### config.mk
export PLATFORM = sky130hd
export DESIGN_NAME = core_scheduler
export DESIGN_NICKNAME = d
export VERILOG_FILES = /design/src/rtl/miner_pkg.sv /design/src/rtl/rr_arbiter.sv /design/src/rtl/core_scheduler.sv
export SDC_FILE = /design/constraint.sdc
export NUM_CORES = 2
export LEC_CHECK = 0
export ABC_AREA = 1
export CAP_MARGIN = 0
export CORE_AREA = 2 2 719 721
export CTS_CLUSTER_SIZE = 20
export DETAILED_ROUTE_END_ITERATION = 10
export DIE_AREA = 0 0 721 723
export PLACE_DENSITY = 0.3
export SYNTH_ARGS = -nofsm -noshare
export SYNTH_HDL_FRONTEND = slang
export SYNTH_SLANG_ARGS = --single-unit
### constraint.sdc
create_clock -name clk -period 39.5 [get_ports clk]
set_input_delay 11.85 -clock clk [delete_from_list [all_inputs] [get_ports clk]]
set_output_delay 11.85 -clock clk [all_outputs]
set_load 0.02 [all_outputs]
### src/rtl/miner_pkg.sv
// Shared types and widths for the miner datapath and scheduling logic.
package miner_pkg;

  localparam int MID_W     = 256;
  localparam int HEAD_W    = 512;
  localparam int NONCE_W   = 32;
  localparam int SOL_CNT_W = 16;

  typedef enum logic [1:0] {
    ST_IDLE   = 2'd0,
    ST_LOAD   = 2'd1,
    ST_RUN    = 2'd2,
    ST_REPORT = 2'd3
  } sched_state_t;

endpackage

### src/rtl/rr_arbiter.sv
// Combinational round-robin picker: first request at or after the pointer,
// wrapping. The pointer register lives in the caller.
module rr_arbiter #(
  parameter int N  = 4,
  parameter int PW = (N > 1) ? $clog2(N) : 1
) (
  input  logic [N-1:0]  i_req,
  input  logic [PW-1:0] i_ptr,
  output logic [N-1:0]  o_grant,
  output logic [PW-1:0] o_idx,
  output logic          o_valid
);

  logic [PW-1:0] w_j;

  // Scan N positions starting at the pointer; keep the first hit only.
  always_comb begin
    o_grant = '0;
    o_idx   = '0;
    o_valid = 1'b0;
    w_j     = '0;
    for (int k = 0; k < N; k++) begin
      w_j = PW'((int'(i_ptr) + k) % N);
      if (!o_valid && i_req[w_j]) begin
        o_valid      = 1'b1;
        o_grant[w_j] = 1'b1;
        o_idx        = w_j;
      end
    end
  end

endmodule

### src/rtl/core_scheduler.sv
// Work dispatcher and solution arbiter for a bank of hashing cores.
//
// state     | meaning
// ----------+-------------------------------------------------------------
// ST_IDLE   | waiting for a work unit; work_ready high
// ST_LOAD   | work latched, core_start pulsing this cycle
// ST_RUN    | cores hashing; grant found bits, watch for full completion
// ST_REPORT | one solution on sol_valid/sol_nonce, waiting for sol_ready
module core_scheduler #(
  parameter int NUM_CORES = 4,
  parameter int NONCE_W   = miner_pkg::NONCE_W
) (
  input  logic                           clk,
  input  logic                           reset,
  input  logic                           work_valid,
  output logic                           work_ready,
  input  logic [miner_pkg::MID_W-1:0]    work_mid,
  input  logic [miner_pkg::HEAD_W-1:0]   work_head,
  input  logic                           abort,
  output logic [miner_pkg::MID_W-1:0]    core_mid,
  output logic [miner_pkg::HEAD_W-1:0]   core_head,
  output logic                           core_start,
  output logic                           core_abort,
  output logic [NUM_CORES*NONCE_W-1:0]   core_nonce_base,
  input  logic [NUM_CORES-1:0]           core_found,
  input  logic [NUM_CORES*NONCE_W-1:0]   core_nonce,
  input  logic [NUM_CORES-1:0]           core_done,
  output logic [NUM_CORES-1:0]           core_ack,
  output logic                           sol_valid,
  output logic [NONCE_W-1:0]             sol_nonce,
  input  logic                           sol_ready,
  output logic                           exhausted,
  output logic                           busy,
  output logic [miner_pkg::SOL_CNT_W-1:0] sol_count
);

  import miner_pkg::*;

  localparam int PW    = (NUM_CORES > 1) ? $clog2(NUM_CORES) : 1;
  localparam int SHIFT = NONCE_W - $clog2(NUM_CORES);

  sched_state_t r_state, w_state_nxt;

  logic [PW-1:0]        r_rr_ptr;
  logic [NUM_CORES-1:0] r_done_mask;
  logic [NONCE_W-1:0]   w_nonce_arr [NUM_CORES];

  logic [NUM_CORES-1:0] w_grant;
  logic [PW-1:0]        w_idx;
  logic                 w_req_any;
  logic                 w_done_all;

  logic w_accept;
  logic w_grant_take;
  logic w_sol_take;
  logic w_abort_take;
  logic w_exhaust;

  // Each core owns an equal, fixed slice of the nonce space.
  for (genvar i = 0; i < NUM_CORES; i++) begin : g_slice
    assign core_nonce_base[i*NONCE_W +: NONCE_W] = NONCE_W'(i) << SHIFT;
    assign w_nonce_arr[i] = core_nonce[i*NONCE_W +: NONCE_W];
  end

  rr_arbiter #(.N(NUM_CORES), .PW(PW)) u_arb (
    .i_req   (core_found),
    .i_ptr   (r_rr_ptr),
    .o_grant (w_grant),
    .o_idx   (w_idx),
    .o_valid (w_req_any)
  );

  // Completion includes this cycle's done pulses so the last one is not late.
  assign w_done_all = &(r_done_mask | core_done);

  assign work_ready = (r_state == ST_IDLE);
  assign busy       = (r_state != ST_IDLE);

  // State register.
  always_ff @(posedge clk or posedge reset) begin
    if (reset) r_state <= ST_IDLE;
    else       r_state <= w_state_nxt;
  end

  // Next-state and control strobes; abort outranks everything once busy,
  // and a found bit outranks completion so no solution is dropped.
  always_comb begin
    w_state_nxt  = r_state;
    w_accept     = 1'b0;
    w_grant_take = 1'b0;
    w_sol_take   = 1'b0;
    w_abort_take = 1'b0;
    w_exhaust    = 1'b0;
    case (r_state)
      ST_IDLE: begin
        if (work_valid) begin
          w_accept    = 1'b1;
          w_state_nxt = ST_LOAD;
        end
      end
      ST_LOAD: begin
        if (abort) begin
          w_abort_take = 1'b1;
          w_state_nxt  = ST_IDLE;
        end else begin
          w_state_nxt = ST_RUN;
        end
      end
      ST_RUN: begin
        if (abort) begin
          w_abort_take = 1'b1;
          w_state_nxt  = ST_IDLE;
        end else if (w_req_any) begin
          w_grant_take = 1'b1;
          w_state_nxt  = ST_REPORT;
        end else if (w_done_all) begin
          w_exhaust   = 1'b1;
          w_state_nxt = ST_IDLE;
        end
      end
      ST_REPORT: begin
        if (abort) begin
          w_abort_take = 1'b1;
          w_state_nxt  = ST_IDLE;
        end else if (sol_valid && sol_ready) begin
          w_sol_take  = 1'b1;
          w_state_nxt = ST_RUN;
        end
      end
      default: w_state_nxt = ST_IDLE;
    endcase
  end

  // Registered outputs and bookkeeping driven by the strobes above.
  always_ff @(posedge clk or posedge reset) begin
    if (reset) begin
      core_mid    <= '0;
      core_head   <= '0;
      core_start  <= 1'b0;
      core_abort  <= 1'b0;
      core_ack    <= '0;
      sol_valid   <= 1'b0;
      sol_nonce   <= '0;
      exhausted   <= 1'b0;
      sol_count   <= '0;
      r_rr_ptr    <= '0;
      r_done_mask <= '0;
    end else begin
      core_start <= w_accept;
      core_abort <= w_abort_take;
      exhausted  <= w_exhaust;
      core_ack   <= w_grant_take ? w_grant : '0;

      if (w_accept) begin
        core_mid  <= work_mid;
        core_head <= work_head;
      end

      if (w_accept || w_abort_take)
        r_done_mask <= '0;
      else if (r_state == ST_RUN || r_state == ST_REPORT)
        r_done_mask <= r_done_mask | core_done;

      if (w_grant_take) begin
        sol_valid <= 1'b1;
        sol_nonce <= w_nonce_arr[w_idx];
        r_rr_ptr  <= (w_idx == PW'(NUM_CORES - 1)) ? '0 : w_idx + PW'(1);
      end else if (w_sol_take || w_abort_take) begin
        sol_valid <= 1'b0;
      end

      if (w_accept)
        sol_count <= '0;
      else if (w_sol_take && (sol_count != '1))
        sol_count <= sol_count + SOL_CNT_W'(1);
    end
  end

endmodule

; ---- Word level (Yosys, flattened, before mapping)
; Cells that the tools add are included.
[word_totals]
ff_bits = 832
in_bits = 909
output_inout_bits = 954
wordCells = 123
[op_classes]
n_addsub = 5
magnitude_cmp = 9
eq_ne = 8
mux = 61
n_bitwise = 5
reduce_logical = 23
[op_table]
columns = cell, count
row1 = $bmux 32 s2, 1
row2 = $mux 32, 2
row3 = $mux 16, 2
row4 = $mux 1, 28
row5 = $mux 4, 7
row6 = $mux 2, 12
row7 = $add 16x1->16 const B, 1
row8 = $ne 16x16->1 const B, 1
row9 = $or 4x4->4, 4
row10 = $lt 2x3->1 const B, 4
row11 = $logic_and 1x1->1, 9
row12 = $bmux 1 s2, 4
row13 = $demux 1 s2, 4
row14 = $ge 2x1->1 const B, 4
row15 = $pmux 2 s4, 1
row16 = $reduce_bool 2->1, 4
row17 = $eq 2x2->1 const B, 3
row18 = $add 2x1->2 const B, 2
row19 = $add 2x2->2 const B, 2
row20 = $ne 4x3->1 const B, 1
row21 = $reduce_and 4->1, 1
row22 = $ge 3x3->1 const B, 1
row23 = $logic_not 1->1, 3
row24 = $logic_or 1x1->1, 3
row25 = other kinds (7), 7

; ---- Logic depth before layout (Yosys ltp)
[depth]
word_depth = 16
depth_mapped = 16
ltp_nobuf = 14

; ---- Cells and area by module
; A second synthesis with hierarchy kept.
[hier_totals]
hier_cells = 3993
hier_area_um2 = 34257.9
[modules_own_cells]
columns = mod, n_inst, cells_each, area_each_um2, seq_area_each_um2
row1 = core_scheduler, 1, 3919, 33817.4, 20820.0
row2 = rr_arbiter, 1, 74, 440.4, 0.0

; ---- Worst setup path before layout
; No wires, ideal clock.
[synth_path]
path_kind = input to register
from = input port core_found[2]
to = register sol_nonce[18]
setup_time_ns = 0.117
t_arrival_ns = 13.001
t_required_ns = 39.383
slack_ns = 26.382
stages = 15
path_buffers = 2
path_cell_list = inv_1 nand2_1 nand3_2 nand2_4 inv_4 o21ai_1 nand2_1 nand2_1 buf_6 buf_4 nand3_1 nand3_2 nand2_1 nand2_1 nand2_1
[synth_between]
elab_chain_len = 16
word_cells_on_any_way = 29
classes_between = 22 x mux / 1 x bitwise / 6 x reduce/logical
[synth_rtl]
columns = item, line_no
row1 = start: declaration, core_scheduler.sv:25  ; input logic [NUM_CORES-1:0] core_found,
row2 = $bmux 1 s2, rr_arbiter.sv:24  ; if (!o_valid && i_req[w_j]) begin
row3 = $mux 1 (not written as such), rr_arbiter.sv:24
row4 = $mux 1, rr_arbiter.sv:24
row5 = $logic_not 1->1, rr_arbiter.sv:24
row6 = $logic_and 1x1->1, rr_arbiter.sv:24
row7 = $mux 1, rr_arbiter.sv:24
row8 = $logic_not 1->1, rr_arbiter.sv:24
row9 = $logic_and 1x1->1, rr_arbiter.sv:24
row10 = $mux 1, rr_arbiter.sv:24
row11 = $logic_not 1->1, rr_arbiter.sv:24
row12 = $logic_and 1x1->1, rr_arbiter.sv:24
row13 = $mux 2, rr_arbiter.sv:24
row14 = $not 2->3 (not written as such), core_scheduler.sv:166  ; sol_nonce <= w_nonce_arr[w_idx];
row15 = $bmux 32 s2, core_scheduler.sv:166
row16 = $mux 32 (not written as such) (2 in series), core_scheduler.sv:166
row17 = end signal: assignment, core_scheduler.sv:166
row18 = end: declaration, core_scheduler.sv:30  ; output logic [NONCE_W-1:0] sol_nonce,
; Parallel ways exist; a longest one is shown, timed or not. The select of a mux whose other input is x is not followed.
; A chain may end at the register's enable or synchronous reset.

==> flow_metrics.tcl <==
set metrics [dict create \
    crit_cells 8 \
    post_drt_via_cell_ratio 2.753 \
    cp_slowest_cell "buf_4" \
    p_leak_nw 28.36 \
    post_synth_inst_count 4167 \
    max_cap_viol_count 0 \
    clkLatencyLatePin_ns 0.93 \
    cp-start-kind "primary input" \
    worst-path-buf-inv 8 \
    ant_nets 0 \
    dp_hpwl_um 319700 \
    die_width_um 721 \
    num_rows 264 \
    drv_slew 0 \
    fin_area_um2 63800 \
    final_nets 6768 \
    netlist_area_um2 34790 \
    arrival_ns 16.97 \
    synth_mux_area_frac 0 \
    wl_per_cell_um 29.03 \
    hp-class "reg2reg" \
    p_clk_frac 0.210 \
    yosys_warnings 0 \
    vias 35260 \
    io_buffers 1734 \
    wirelength_um 371700 \
    max_freq_ghz 0.06210 \
    crit_fanout 80 \
    worst_slew_pin_slew_ns 1.143 \
    fp.dieH_um 723 \
    setup_ws_ns 23.40 \
    drt_iter0_markers 2416 \
    crit_top_cell "buf_4" \
    p_switching_mw 2.669 \
    outcome "finished clean" \
    period_needed_ns 16.10 \
    cts_tree "done" \
    gr-max-usage-layer "met2" \
    drive_gt1_frac 0.04942 \
    synth_xor_area_frac 0.001259 \
    filler_cell_count 59240 \
    start_util 0.06759 \
    clk_pin_slew_ns 0.06 \
    antenna_found_initial 320 \
    min_path_cells 2 \
    synth-async-reset-ratio 1.000 \
    cpPeakStageDelay_ns 0.69 \
    synth_seq_area_share 0.5985 \
    finalSetupTns_ns 0 \
    postCtsHoldBufs 0 \
    share_seq_of_total_power 0.274 \
    gp_congestion 0.9196 \
    placed_cell_area_um2 59470 \
    cp_top_family "buffers and inverters" \
    post_cts_buffers 0 \
    met3_usage 0.08593 \
    cts.path.max_buffers 4 \
    grt_max_degree 153 \
    reg2reg_depth 11 \
    power.density_nw_per_um2 88.08 \
    core_region_area_um2 514600 \
    ys.flop_type "dfrtp_1" \
    synth-simple-area-share 0.3135 \
    grt_overflow 0 \
    final_common_cell "nand2_1" \
    min_period_over_period 0.4077 \
    grt_pass1_vias 34960 \
    hold_viol_final 0 \
    synth_edf_count 0 \
    synth_compound_area_frac 0.007230 \
    cts-buffers-inserted 123 \
    cts-root-buf "clkbuf_16" \
    fin_worst_skew_ns 0.08152 \
    ff_latch_area_um2 20820 \
    path_cells "clkdlybuf4s50_1, inv_8, buf_4, buf_4, buf_4, buf_4, buf_4, buf_4" \
    drt_first_pass_iters 5 \
    met1_usage 0.1453 \
    cts.sinks 832 \
    worstSetupPathType "in2async" \
    required_ns 40.36 \
    maxSlewHeadroom 0.2382 \
    synth.distinct_cells 41 \
    setup_violations 0 \
    synth_seq_cells 832 \
    rsz0062_at_grt "false" \
    avgSynthCellArea_um2 8.348 \
    dp_slack_ns 22.18 \
    multi_input_area_um2 11810 \
    synth_top_family_by_area "simple AND/OR/NAND/NOR gates" \
    p_comb_frac 0.515 \
    layout_common_cells "2542 x nand2_1, 1734 x clkdlybuf4s50_1, 832 x dfrtp_1" \
    fp.dieArea_um2 521300 \
    synth_fa_ha_area_frac 0.003237 \
    track_usage 0.1369 \
    grt_util_met2 0.2222 \
    grt_pass1_wl_um 450000 \
    irDropWorstVdd_v 0.00005938 \
    ios 1863 \
    area_growth_syn_to_layout_pct 83.41 \
    end_kind "asynchronous set/reset pin" \
    p_sw_frac 0.4749 \
    cts_max_level 3 \
    drc 0 \
    internal_power_mw 2.951 \
    ctsResizeCount 0 \
]
==> metal layers <==
metal  vias up  wire length, um
met1     16770           132000
li1      15820                -
met2      1799           170300
met5         -              920
met3       715            53800
met4       144            14610
==> area by class of cell <==
type,instances,share of cell area
Clock inverter,39,0.007746
Sequential cell,832,0.3263
Multi-Input combinational cell,2951,0.1851
Timing Repair Buffer,1769,0.2771
Inverter,173,0.01045
Clock buffer,185,0.05738
Antenna cell,72,0.002824
Tap cell,6783,0.1330
==> tightest hold or removal path, cell delays in order (launching register included) <==
cell	delay (ns)
dfrtp_1	0.34
nand2_1	0.05
nand2_1	0.04
==> Yosys cell counts, drive strengths merged, types with 3 or more instances <==
cell type	number	area, um^2
a21oi	12	63.81
inv	173	651.9
nand4	7	58.81
nor3	13	70.07
nor2	21	86.33
dfrtp	832	20820
nor3b	3	22.52
nand3	164	1011
nor4	4	25.02
buf	264	1719
xor2	5	43.79
ha	9	112.6
nand2	2551	9610
clkbuf	73	274.0
o21ai	20	103.9
==> flip-flops by register name (all words and copies together) (netlist names) <==
name         cells
core_mid       256
core_head      512
r_state          2
sol_nonce       32
core_ack         4
sol_count       16
r_done_mask      4
core_start       1
core_abort       1
r_rr_ptr         2
exhausted        1
sol_valid        1
==> worst paths after layout <==
| check | startpoint | endpoint | slack (ns) |
|---|---|---|---|
| max | reset | core_head[291] | 23.40 |
| min | core_mid[8] | core_mid[8] | 0.47 |
| max reg2reg | r_rr_ptr[0] | core_ack[3] | 34.46 |
| min reg2reg | core_mid[8] | core_mid[8] | 0.47 |
| max in group clk | core_found[2] | core_ack[3] | 24.42 |
| min in group asynchronous | reset | core_head[33] | 11.48 |
==> kinds of logic (layout without fill, tap and decap cells) <==
group                    count (synthesis)  count (layout)
buffers and inverters                  510            2166
AO/OA/AOI/OAI                           43              43
XOR/XNOR                                 5               5
other                                    2             200
flip-flops                             832             832
adder cells (fa/ha/maj)                  9               9
AND/OR/NAND/NOR                       2766            2766
==> power groups by stage <==
stage / combinational (mW) / clock [mW] / sequential [mW]
4_1_cts: 3.00 / 1.25 / 1.55
3_3_place_gp: 3.01 / 0 / 1.55
6_report: 2.90 / 1.18 / 1.54
3_5_place_dp: 2.99 / 0 / 1.55
2_1_floorplan: 0.807 / 0 / 1.95
5_1_grt: 3.14 / 1.26 / 1.59
==> metrics by stage <==
step | std cells | hold WS, ns | total power [mW] | util
after global placement | 12510 | 0.4534 | 4.561 | 0.1156
after global routing | 12770 | 0.4840 | 5.997 | 0.1238
after CTS | 12730 | 0.4719 | 5.794 | 0.1236
final | 12800 | 0.4667 | 5.620 | 0.1240
after floorplan | 4293 | 0.4692 | 2.756 | -
after detailed placement | 12510 | 0.4573 | 4.540 | 0.1156
(Power assumes the default switching activity.)
